--- src/rtl/unidade_busca.sv ---
// Instruction-fetch stage feeding RAM_instrucoes: keeps the PC as (linha, coluna),
// captures the returned word into the IR and offers it to control with a valid/accept handshake.
module unidade_busca #(
  parameter int          TAMANHO        = 40,
  parameter int          ESPERA_INICIAL = 2,
  parameter logic [4:0]  OP_HLT         = 5'b11011
) (
  input  logic        clock,
  input  logic        reset,
  input  logic [31:0] instrucao_in,
  input  logic        proximo,
  input  logic        salto,
  input  logic [10:0] salto_linha,
  input  logic [10:0] salto_coluna,
  output logic [10:0] end_linha,
  output logic [10:0] end_coluna,
  output logic [31:0] instrucao,
  output logic        instrucao_valida,
  output logic        parado,
  output logic        erro_endereco,
  output logic [15:0] contador_instr
);

  localparam logic [2:0] INICIO  = 3'd0;
  localparam logic [2:0] BUSCA   = 3'd1;
  localparam logic [2:0] CAPTURA = 3'd2;
  localparam logic [2:0] ESPERA  = 3'd3;
  localparam logic [2:0] PARADO  = 3'd4;

  localparam logic [10:0] LIMITE     = 11'(TAMANHO);
  localparam logic [10:0] ULTIMO     = 11'(TAMANHO - 1);
  // ESPERA_INICIAL must be at least 1: the RAM needs its first edge to load.
  localparam logic [7:0]  ESPERA_FIM = 8'(ESPERA_INICIAL - 1);

  logic [2:0]  estado_q, estado_d;
  logic [7:0]  espera_q, espera_d;
  logic [10:0] linha_q, linha_d;
  logic [10:0] coluna_q, coluna_d;
  logic [31:0] instr_q, instr_d;
  logic        valida_q, valida_d;
  logic        parado_q, parado_d;
  logic        erro_q, erro_d;
  logic [15:0] cont_q, cont_d;

  always_comb begin
    estado_d = estado_q;
    espera_d = espera_q;
    linha_d  = linha_q;
    coluna_d = coluna_q;
    instr_d  = instr_q;
    valida_d = valida_q;
    parado_d = parado_q;
    erro_d   = erro_q;
    cont_d   = cont_q;

    case (estado_q)
      INICIO: begin
        if (espera_q >= ESPERA_FIM) begin
          estado_d = BUSCA;
        end else begin
          espera_d = espera_q + 8'd1;
        end
      end
      BUSCA: begin
        estado_d = CAPTURA;
      end
      CAPTURA: begin
        instr_d  = instrucao_in;
        valida_d = 1'b1;
        if (cont_q != 16'hFFFF) begin
          cont_d = cont_q + 16'd1;
        end
        if (instrucao_in[31:27] == OP_HLT) begin
          parado_d = 1'b1;
          estado_d = PARADO;
        end else begin
          estado_d = ESPERA;
        end
      end
      ESPERA: begin
        // Jump wins over sequential advance; out-of-range coordinates fold to 0.
        if (salto) begin
          valida_d = 1'b0;
          estado_d = BUSCA;
          if (salto_linha >= LIMITE) begin
            linha_d = 11'd0;
            erro_d  = 1'b1;
          end else begin
            linha_d = salto_linha;
          end
          if (salto_coluna >= LIMITE) begin
            coluna_d = 11'd0;
            erro_d   = 1'b1;
          end else begin
            coluna_d = salto_coluna;
          end
        end else if (proximo) begin
          valida_d = 1'b0;
          estado_d = BUSCA;
          if (coluna_q < ULTIMO) begin
            coluna_d = coluna_q + 11'd1;
          end else begin
            coluna_d = 11'd0;
            linha_d  = (linha_q < ULTIMO) ? linha_q + 11'd1 : 11'd0;
          end
        end
      end
      PARADO: begin
        estado_d = PARADO;
      end
      default: begin
        estado_d = INICIO;
      end
    endcase
  end

  always_ff @(posedge clock or posedge reset) begin
    if (reset) begin
      estado_q <= INICIO;
      espera_q <= 8'd0;
      linha_q  <= 11'd0;
      coluna_q <= 11'd0;
      instr_q  <= 32'd0;
      valida_q <= 1'b0;
      parado_q <= 1'b0;
      erro_q   <= 1'b0;
      cont_q   <= 16'd0;
    end else begin
      estado_q <= estado_d;
      espera_q <= espera_d;
      linha_q  <= linha_d;
      coluna_q <= coluna_d;
      instr_q  <= instr_d;
      valida_q <= valida_d;
      parado_q <= parado_d;
      erro_q   <= erro_d;
      cont_q   <= cont_d;
    end
  end

  assign end_linha        = linha_q;
  assign end_coluna       = coluna_q;
  assign instrucao        = instr_q;
  assign instrucao_valida = valida_q;
  assign parado           = parado_q;
  assign erro_endereco    = erro_q;
  assign contador_instr   = cont_q;

endmodule
--- config.mk ---
export PLATFORM = sky130hd
export DESIGN_NAME = unidade_busca
export DESIGN_NICKNAME = d
export VERILOG_FILES = /design/src/rtl/unidade_busca.sv
export SDC_FILE = /design/constraint.sdc
export NUM_CORES = 1
export LEC_CHECK = 0
export BUFFER_PORTS_ARGS = -buffer_cell sky130_fd_sc_hd__buf_2
export CAP_MARGIN = 20
export CORE_UTILIZATION = 35
export DETAILED_ROUTE_END_ITERATION = 7
export PLACE_DENSITY = 0.58
export SETUP_SLACK_MARGIN = 0.4
export SYNTH_ARGS = -nofsm -noshare
export SYNTH_HDL_FRONTEND = slang
export SYNTH_SLANG_ARGS = --single-unit
--- constraint.sdc ---
create_clock -name clock -period 3.1 [get_ports clock]
set_input_delay 0.155 -clock clock [delete_from_list [all_inputs] [get_ports clock]]
set_output_delay 0.155 -clock clock [all_outputs]
set_load 0.03 [all_outputs]
Yosys cells after proc, flatten, opt, wreduce, memory -nomap -nowiden
Cells that the tools add are included.
{"block": "op_classes", "n_eq_ne": 9, "n_reduce_logical": 12, "n_lt_le_gt_ge": 5, "bitwise": 1, "n_mux": 19, "n_addsub": 4}
{"operator": "2-to-1 mux 11 bit", "count": 9}
{"operator": "adder 11 x 1 -> 11 bit, second input constant", "count": 2}
{"operator": ">= comparator 11 x 6 -> 1 bit, second input constant", "count": 2}
{"operator": "< comparator 11 x 6 -> 1 bit, second input constant", "count": 2}
{"operator": "adder 16 x 1 -> 16 bit, second input constant", "count": 1}
{"operator": "!= test 16 bit, second input constant", "count": 1}
{"operator": "one-hot mux 3 bit (5 select lines)", "count": 1}
{"operator": "2-to-1 mux 3 bit", "count": 4}
{"operator": "AND reduction 2 bit", "count": 6}
{"operator": "adder 8 x 1 -> 8 bit, second input constant", "count": 1}
{"operator": ">= comparator 8 x 1 -> 1 bit, second input constant", "count": 1}
{"operator": "equality test 3 x 2 -> 1 bit, second input constant", "count": 2}
{"operator": "AND reduction 3 bit", "count": 2}
{"operator": "nonzero test 2 bit", "count": 3}
{"operator": "equality test 5 bit, second input constant", "count": 1}
{"operator": "2-to-1 mux 1 bit", "count": 4}
{"operator": "!= test 2 bit, second input constant", "count": 2}
{"operator": "equality test 3 x 1 -> 1 bit, second input constant", "count": 1}
{"operator": "equality test 3 bit, second input constant", "count": 1}
{"operator": "zero test 3 bit", "count": 1}
{"operator": "!= test 3 bit, second input constant", "count": 1}
{"operator": "one-hot mux 1 bit (2 select lines)", "count": 1}
{"operator": "inverter 1 bit", "count": 1}
{"block": "word_totals", "elab_cells": 59, "reg_bits": 84}

Longest topological paths before layout
Gate-level depths: netlist of run 1.
{"block": "logic_depth", "depth_word": 5, "mapped_depth": 7}

Worst setup path after synthesis of run 1
OpenSTA, ideal clock, no wires.
{"block": "synth_path", "path_kind": "register to register", "start": "register cont_q[0], in the netlist contador_instr[0]", "end": "register cont_q[1], in the netlist contador_instr[1]", "slack_ns": 1.125, "required_ns": 2.975, "n_path_buf": 0, "arrival_ns": 1.850, "stages_incl_launch_ff": 6, "period_less_slack_ns": 1.975, "cell_sequence": "dfrtp_1 -> ha_1 -> nand4_1 -> nor4_1 -> nor2_1 -> mux2_2"}
{"block": "synth_via", "elab_chain_len": 2}
{"item": "from (decl)", "line": "43", "rtl": "logic [15:0] cont_q, cont_d;"}
{"item": "from (signal assigned)", "line": "137", "rtl": "cont_q <= cont_d;"}
{"item": "parallel branches: the longest is 2 deep, another holds adder 16 x 1 -> 16 bit"}
Parallel ways; which one is timed is not known.
A chain may end at the register's enable or synchronous reset.

Worst setup path in the final report of run 1
{"block": "layout_path", "start": "register estado_q[2]", "end": "register cont_q[10], in the netlist contador_instr[10]"}
{"block": "layout_via", "elab_chain_len": 2}
{"item": "from (decl)", "line": "35", "rtl": "logic [2:0] estado_q, estado_d;"}
{"item": "from (signal assigned)", "line": "129", "rtl": "estado_q <= estado_d;"}
{"item": "equality test 3 x 2 -> 1 bit", "line": "56", "rtl": "case (estado_q)"}
{"item": "AND reduction 2 bit (no line)"}
No other way between the ends.

==> key figures, run 1 <==
Outcome
  – Outcome: complete, no violations

Routing
  – Average routed wire per standard cell: 14.59 microns
  – First-iteration detailed-routing DRC count: 133
  – Total vias in the final route: 3406
  – Ratio of routed vias to standard cells: 4.958
  – Number of routed nets with antenna violations: 0
  – Number of iterations in the first detailed-routing pass: 4
  – Total wire length after detailed routing: 10020 microns
  – DRC violation count after routing: 0

Critical path
  – CP required: 3.33 ns
  – Worst Setup Start Kind: flop
  – Type of the setup path with the least slack: flop to flop
  – Cell with the biggest individual delay on the critical path: sky130_fd_sc_hd__or3b_1
  – Arrival time at the worst endpoint: 2.41 ns
  – Highest cell delay on the worst timing path: 0.68 ns
  – Highest net fanout along the worst path: 16
  – Kind of end point of the critical path: flop
  – Cells traversed along the worst timing path: or3b_1 -> nor3_2 -> and3_1 -> mux2_2

Power
  – Power consumption: 4295 uW
  – Power density relative to cell area: 839.1 nW/um^2
  – Peak ir drop on the vdd network: 0.4698 mV
  – Leakage: 0.002627 uW

Yosys
  – Synthesized netlist net count: 449
  – EDFF count, synth: 0
  – Cell variety after synth: 54
  – Number of warnings issued by yosys: 0
  – Fraction of registers with async set/reset: 1.000
  – Leading cell types by total area after synthesis: sky130_fd_sc_hd__dfrtp_1 55%, sky130_fd_sc_hd__nand2_1 11%, sky130_fd_sc_hd__xnor2_1 2.3%, sky130_fd_sc_hd__ha_1 2.0%, sky130_fd_sc_hd__nand4_1 1.6%
  – Post-synthesis instance area: 3811 sq um
  – FF+latch count, synth: 84
  – Cells after synthesis: 385
  – Main synth FF type: sky130_fd_sc_hd__dfrtp_1
  – Largest area contributor in the synthesized netlist: sky130_fd_sc_hd__dfrtp_1
  – Mean instance size in the synthesized netlist: 9.899 sq um
  – Fraction of the yosys area taken by sequential cells: 0.5515
  – Share of the synthesized area in the top cell type: 0.5515

Timing
  – Hold Violations, Final: 0
  – Final-report max-slew violation count: 0
  – Clock skew after layout: 0.01357 ns
  – Final number of setup-violating endpoints: 0
  – Slew at the pin closest to its max-slew limit: 0.6932 ns
  – Max Freq: 458.6 MHz
  – Total Negative Setup Slacks: 0 ns
  – Normalized max-slew margin: 0.5373
  – Worst Hold Margin: 0.01809 ns
  – Setup repair after global routing missed its margin: no
  – Share of the clock period used by the worst path: 0.7035
  – Min Clock Period, post-route: 2.181 ns
  – Post-layout worst setup margin: 0.9193 ns

Finish
  – Ratio of cells with drive above 1 in the final layout: 0.3085
  – Most frequent standard cell in the layout excluding fill and tap cells: sky130_fd_sc_hd__buf_2
  – # diodes: 0
  – Number of filler cells placed in the layout: 1033
  – Post-layout net count: 610
  – Post-synthesis to final-layout area growth: 34.31%
  – Highest-count cells in the layout ignoring fill and taps: 130 x sky130_fd_sc_hd__buf_2, 112 x sky130_fd_sc_hd__nand2_1, 84 x sky130_fd_sc_hd__dfrtp_1
  – Non-filler instance count after layout: 687

Floorplanning
  – Area of the die: 11310 sq um
  – Initial core utilization: 0.3643
  – Die boundary width: 106.4 microns
  – Placeable core region: 10460 sq um
  – Top-level I/O count: 131
  – Chip height: 106.4 microns
  – Number of standard-cell rows in the floorplan: 37

Clocking
  – Clock input transition at the sequential cells of the worst setup and hold paths: 0.08 ns
  – CTS max path bufs: 2
  – Clock buffer count from CTS: 9
  – Root buffer cell: sky130_fd_sc_hd__clkbuf_8
  – Quantity of gates resized following cts: 0
  – Post-CTS setup buffer count: 0
  – Source-to-sink clock delay at the later pin of the worst-skew pair: 0.35 ns
  – TritonCTS clock tree: built
  – Total number of H-tree levels: 3
  – Total clock sinks: 84

GRT
  – Number of antenna violations at the first check in global routing: 0
  – Global-route wire length before repair: 16530 microns
  – Pin count of the biggest net entering global routing: 39
  – Total grt overflow: 0
  – Via count of the first global-routing pass: 3461
  – Global-route total usage across every layer: 0.1860

Placed design
  – Dpl hpwl: 6855 microns
  – Number of instances in the placed design: 640
  – Routability congestion estimate: 0.7911
  – Quantity of I/O buffers inserted on ports: 130
  – Worst slack at placement: 0.9009 ns

Flow run
  – Number of maximum-capacitance violations: 0

Hold path
  – Class of the worst hold path: input port to flop
## worst paths after layout
path	cells past startpoint	slack, ns	endpoint	startpoint
max in group asynchronous	4	1.84	contador_instr[4]	reset
min	3	0.02	instrucao[30]	instrucao_in[30]
min in group asynchronous	3	0.44	erro_endereco	reset
max	4	0.92	contador_instr[10]	estado_q[2]
min reg2reg	0	0.38	espera_q[6]	espera_q[6]
max reg2reg	4	0.92	contador_instr[10]	estado_q[2]
## flip-flops by register name (all words and copies together), names as in the netlist
name	flops
contador_instr	16
erro_endereco	1
end_coluna	11
parado	1
instrucao	32
estado_q	3
espera_q	8
instrucao_valida	1
end_linha	11
## where the power goes
group / internal [uW] / switching, uW
logic: 558 / 1280
registers: 1420 / 268
clock network: 373 / 400
total: 2350 / 1950
## final cells by class
class                           instances  area (sq um)  area share
Sequential cell                        84          2102      0.4107
Multi-Input combinational cell        269          1590      0.3107
Timing Repair Buffer                  167          1006      0.1965
Tap cell                              136         170.2     0.03324
Clock buffer                           10         127.6     0.02493
Clock inverter                          6         65.06     0.01271
Inverter                               15         57.56     0.01124
## cell families after synthesis
kind of cell / after synthesis / share of synthesized area
muxes: 3 / 0.008863
xor gates and xnor gates: 14 / 0.03217
AOI/OAI and AO/OA: 54 / 0.1087
adders and majority gates: 6 / 0.01970
buffers and inverters: 32 / 0.03250
and+or+nand+nor: 192 / 0.2466
DFF: 84 / 0.5515
## stage by stage
stage                     instance area (sq um)    util
after global placement                     4616  0.4412
after global routing                       5119  0.4892
final                                      5119  0.4892
after CTS                                  5089  0.4864
after floorplan                            3811       -
after detailed placement                   4616  0.4412
## synth_stat cells, drive strengths merged, types with 2 or more instances
library cell	instances
nand2	112
dfrtp	84
inv	15
clkbuf	14
nor2	14
nand3	10
nand4	10
xnor2	10
a21oi	9
and2	8
nor3	8
a211oi	7
o21ai	7
ha	6
nor4	6
a22oi	5
and3	4
o21a	4
o22ai	4
or4	4
xor2	4
a32oi	3
buf	3
mux2	3
nor3b	3
nor4b	3
a211o	2
a221oi	2
a311o	2
a31oi	2
nand3b	2
nand4b	2
or3	2
## worst max-delay path: cells and delay by family, from the launching register on
family	cells	cell delay [ns]
flops	1	0.46
simple gates	3	1.27
mux	1	0.33
## what timing repair did
item / in CTS / in global routing
hold buffers: 28 / 3
setup endpoints to repair: 0 / 0
hold endpoints to repair: 63 / 3
## layer usage
metal	global-route usage	share of wire	vias up
li1	-	-	1648
met1	0.2217	0.42	1642
met2	0.3103	0.50	94
met3	0.05641	0.054	22
met4	0.07837	0.024	0
met5	0	0	-
Note: power is estimated with default switching activity, not from simulation.
==> inputs of run 2 (changes only) <==
--- a/config.mk
+++ b/config.mk
@@ -9,7 +9,7 @@
 export CAP_MARGIN = 20
 export CORE_UTILIZATION = 35
 export DETAILED_ROUTE_END_ITERATION = 7
-export PLACE_DENSITY = 0.58
+export PLACE_DENSITY = 0.6
 export SETUP_SLACK_MARGIN = 0.4
 export SYNTH_ARGS = -nofsm -noshare
 export SYNTH_HDL_FRONTEND = slang
==> constraint.sdc (replaced) <==
create_clock -name clock -period 2 [get_ports clock]
set_input_delay 0.1 -clock clock [delete_from_list [all_inputs] [get_ports clock]]
set_output_delay 0.1 -clock clock [all_outputs]
set_load 0.03 [all_outputs]
==> run 2 against run 1 <==
Compared with the run above: critical path depth rose by 1; routed wire length rose by 2.9%; clock power rose by 54%; largest cell class unchanged; highest routed layer unchanged.
==> key figures, run 2 (synthesized netlist as in run 1, its figures left out) <==
Outcome
  – Outcome: complete, no violations

GRT
  – Met1 capacity usage during global routing: 0.2326 (+0.01090)
  – Number of antenna violations at the first check in global routing: 0 (unchanged)
  – Met2 demand-to-capacity share in global routing: 0.3071 (-0.003247)
  – Global-route wire length before repair: 16460 microns (-0.42%)
  – Met3 track utilization from global routing: 0.04108 (-0.01533)
  – Global-route total usage across every layer: 0.1851 (-0.0008542)
  – Pin count of the biggest net entering global routing: 34 (-13%)
  – Total grt overflow: 0 (unchanged)
  – GRT Max-Usage Layer: met2
  – Via count of the first global-routing pass: 3498 (+1.1%)

Floorplanning
  – Area of the die: 11310 sq um (unchanged)
  – Die boundary width: 106.4 microns (unchanged)
  – Top-level I/O count: 131 (unchanged)
  – Number of standard-cell rows in the floorplan: 37 (unchanged)
  – Placeable core region: 10460 sq um (unchanged)
  – Chip height: 106.4 microns (unchanged)
  – Initial core utilization: 0.3643 (unchanged)

Power
  – Power density relative to cell area: 1255 nW/um^2 (+50%)
  – Peak ir drop on the vdd network: 0.8701 mV (+85%)
  – Leakage: 0.002822 uW (+7.4%)

Finish
  – Flip-flop count of the largest register, all copies and words added: 32 (unchanged)
  – Post-layout net count: 638 (+4.6%)
  – Layout Cell Area excl Fill: 5583 sq um (+9.1%)
  – Ratio of cells with drive above 1 in the final layout: 0.3972 (+0.08871)
  – Number of filler cells placed in the layout: 958 (-7.3%)
  – Highest-count cells in the layout ignoring fill and taps: 131 x sky130_fd_sc_hd__buf_2, 111 x sky130_fd_sc_hd__nand2_1, 72 x sky130_fd_sc_hd__dfrtp_1
  – Most frequent standard cell in the layout excluding fill and tap cells: sky130_fd_sc_hd__buf_2
  – # diodes: 0 (unchanged)
  – Post-synthesis to final-layout area growth: 46.49%

Placed design
  – Worst slack at placement: 0.1407 ns (-0.7601 ns)
  – Area of placed instances: 4787 sq um (+3.7%)
  – Routability congestion estimate: 0.8036 (+1.6%)
  – Dpl hpwl: 6852 microns (about the same)
  – Quantity of I/O buffers inserted on ports: 130 (unchanged)

Timing
  – Slew at the pin closest to its max-slew limit: 0.6158 ns (-0.07745 ns)
  – Total Negative Setup Slacks: 0 ns (unchanged)
  – Normalized max-slew margin: 0.5886 (+0.05131)
  – Worst Hold Margin: 0.02222 ns (+0.004137 ns)
  – Share of the clock period used by the worst path: 0.8847 (+0.1813)
  – Final-report max-slew violation count: 0 (unchanged)
  – Final number of setup-violating endpoints: 0 (unchanged)
  – Max Freq: 565.2 MHz (+23%)
  – Clock skew after layout: 0.01249 ns (-0.001082 ns)
  – Post-layout worst setup margin: 0.2306 ns (-0.6887 ns)
  – Min Clock Period, post-route: 1.769 ns (-0.4113 ns)
  – Hold Violations, Final: 0 (unchanged)
  – Setup repair after global routing missed its margin: yes

Routing
  – Total wire length after detailed routing: 10310 microns (+2.9%)
  – DRC violation count after routing: 0 (unchanged)
  – First-iteration detailed-routing DRC count: 131 (-1.5%)
  – Average routed wire per standard cell: 14.43 microns (-1.1%)
  – Total vias in the final route: 3541 (+4.0%)
  – Number of routed nets with antenna violations: 0 (unchanged)
  – Ratio of routed vias to standard cells: 4.952 (-0.11%)
  – Number of iterations in the first detailed-routing pass: 4 (unchanged)

Clocking
  – Total number of H-tree levels: 3 (unchanged)
  – Total clock sinks: 84 (unchanged)
  – Root buffer cell: sky130_fd_sc_hd__clkbuf_8
  – Source-to-sink clock delay at the later pin of the worst-skew pair: 0.36 ns (about the same)
  – Clock buffer count from CTS: 9 (unchanged)
  – Clock input transition at the sequential cells of the worst setup and hold paths: 0.09 ns (about the same)
  – TritonCTS clock tree: built
  – CTS max path bufs: 2 (unchanged)

Flow run
  – Number of maximum-capacitance violations: 0 (unchanged)

Critical path
  – Highest net fanout along the worst path: 6 (-10)
  – Crit Reg-Reg Endpoint: end_linha[5]
  – R2r worst-path depth: 5 (+1)
  – Startpoint of the most critical register-to-register path: end_coluna[7]
  – Worst Setup Start Kind: flop
  – Kind of end point of the critical path: flop
  – Slack of the worst reg-to-reg path: 0.23 ns (-0.69 ns)
  – CP required: 2.27 ns (-1.06 ns)
  – Arrival time at the worst endpoint: 2.04 ns (-0.37 ns)
  – Type of the setup path with the least slack: flop to flop

Hold path
  – End point of the worst hold path: end_coluna[2]
  – Class of the worst hold path: input port to flop
  – Min-delay src: salto_coluna[2]
  – Worst Hold Depth: 3 (unchanged)
## run 2: cell types whose count changed in the layout (fill, tap and decap cells not counted), sizes merged
| cell | before | now |
|---|---|---|
| inv | 14 | 17 |
| bufinv | 1 | 0 |
| buf | 136 | 160 |
| nand2 | 112 | 113 |
| dlygate4sd3 | 31 | 34 |
| clkinv | 5 | 3 |
## run 2: how the worst max path moves through the flow
stage	from	endpoint	slack [ns]	cells after the start
2_1_floorplan	end_linha[10]	end_linha[2]	0.11	4
3_3_place_gp	end_coluna[7]	end_coluna[3]	0.23	5
3_5_place_dp	end_coluna[7]	end_linha[5]	0.14	5
4_1_cts	end_linha[2]	end_linha[5]	0.25	5
5_1_grt	end_linha[6]	end_linha[0]	0.19	5
6_report	end_coluna[7]	end_linha[5]	0.23	5
## run 2: worst max-delay path, stage by stage, from the launching register on
cell	delay (ns)
sky130_fd_sc_hd__dfrtp_2	0.41
sky130_fd_sc_hd__or4_4	0.58
sky130_fd_sc_hd__a211oi_4	0.26
sky130_fd_sc_hd__buf_6	0.18
sky130_fd_sc_hd__nor3_2	0.06
sky130_fd_sc_hd__a211oi_2	0.22
## run 2: area by class of cell
class | instances | area (sq um) | area share
Sequential cell | 84 | 2117 | 0.3792
Multi-Input combinational cell | 270 | 1774 | 0.3178
Timing Repair Buffer | 194 | 1269 | 0.2273
Tap cell | 136 | 170.2 | 0.03048
Clock buffer | 10 | 137.6 | 0.02465
Inverter | 15 | 60.06 | 0.01076
Clock inverter | 6 | 55.05 | 0.009861
## run 2: metal layers
metal  wire length [microns]  share of wire  vias to the layer above
li1                        -              -                     1700
met5                       0              0                        -
met3                     616          0.060                       11
met4                     142          0.014                        0
met1                    4486           0.43                     1711
met2                    5068           0.49                      119
## run 2: stage by stage
stage                 util  std cells  power, uW
floorplan                -        385       4671
global placement    0.4575        646       5520
detailed placement  0.4575        646       5575
CTS                 0.5237        711       6978
global route        0.5336        715       7482
finish              0.5336        715       7009
## run 2: repair_timing
| action | in CTS | in global routing |
|---|---|---|
| hold buffers | 33 | 1 |
| buffers inserted | 14 | 2 |
| hold endpoints to repair | 55 | 1 |
| gates resized for setup | 13 | 14 |
| gates cloned | 2 | 1 |
| pin swaps | 11 | 9 |
| setup endpoints to repair | 24 | 57 |
## run 2: report_power, final
group          total, uW  switching, uW  internal, uW
Sequential          2570            363          2210
Combinational       3250           2160          1090
Clock               1190            678           510
Total               7010           3200          3810
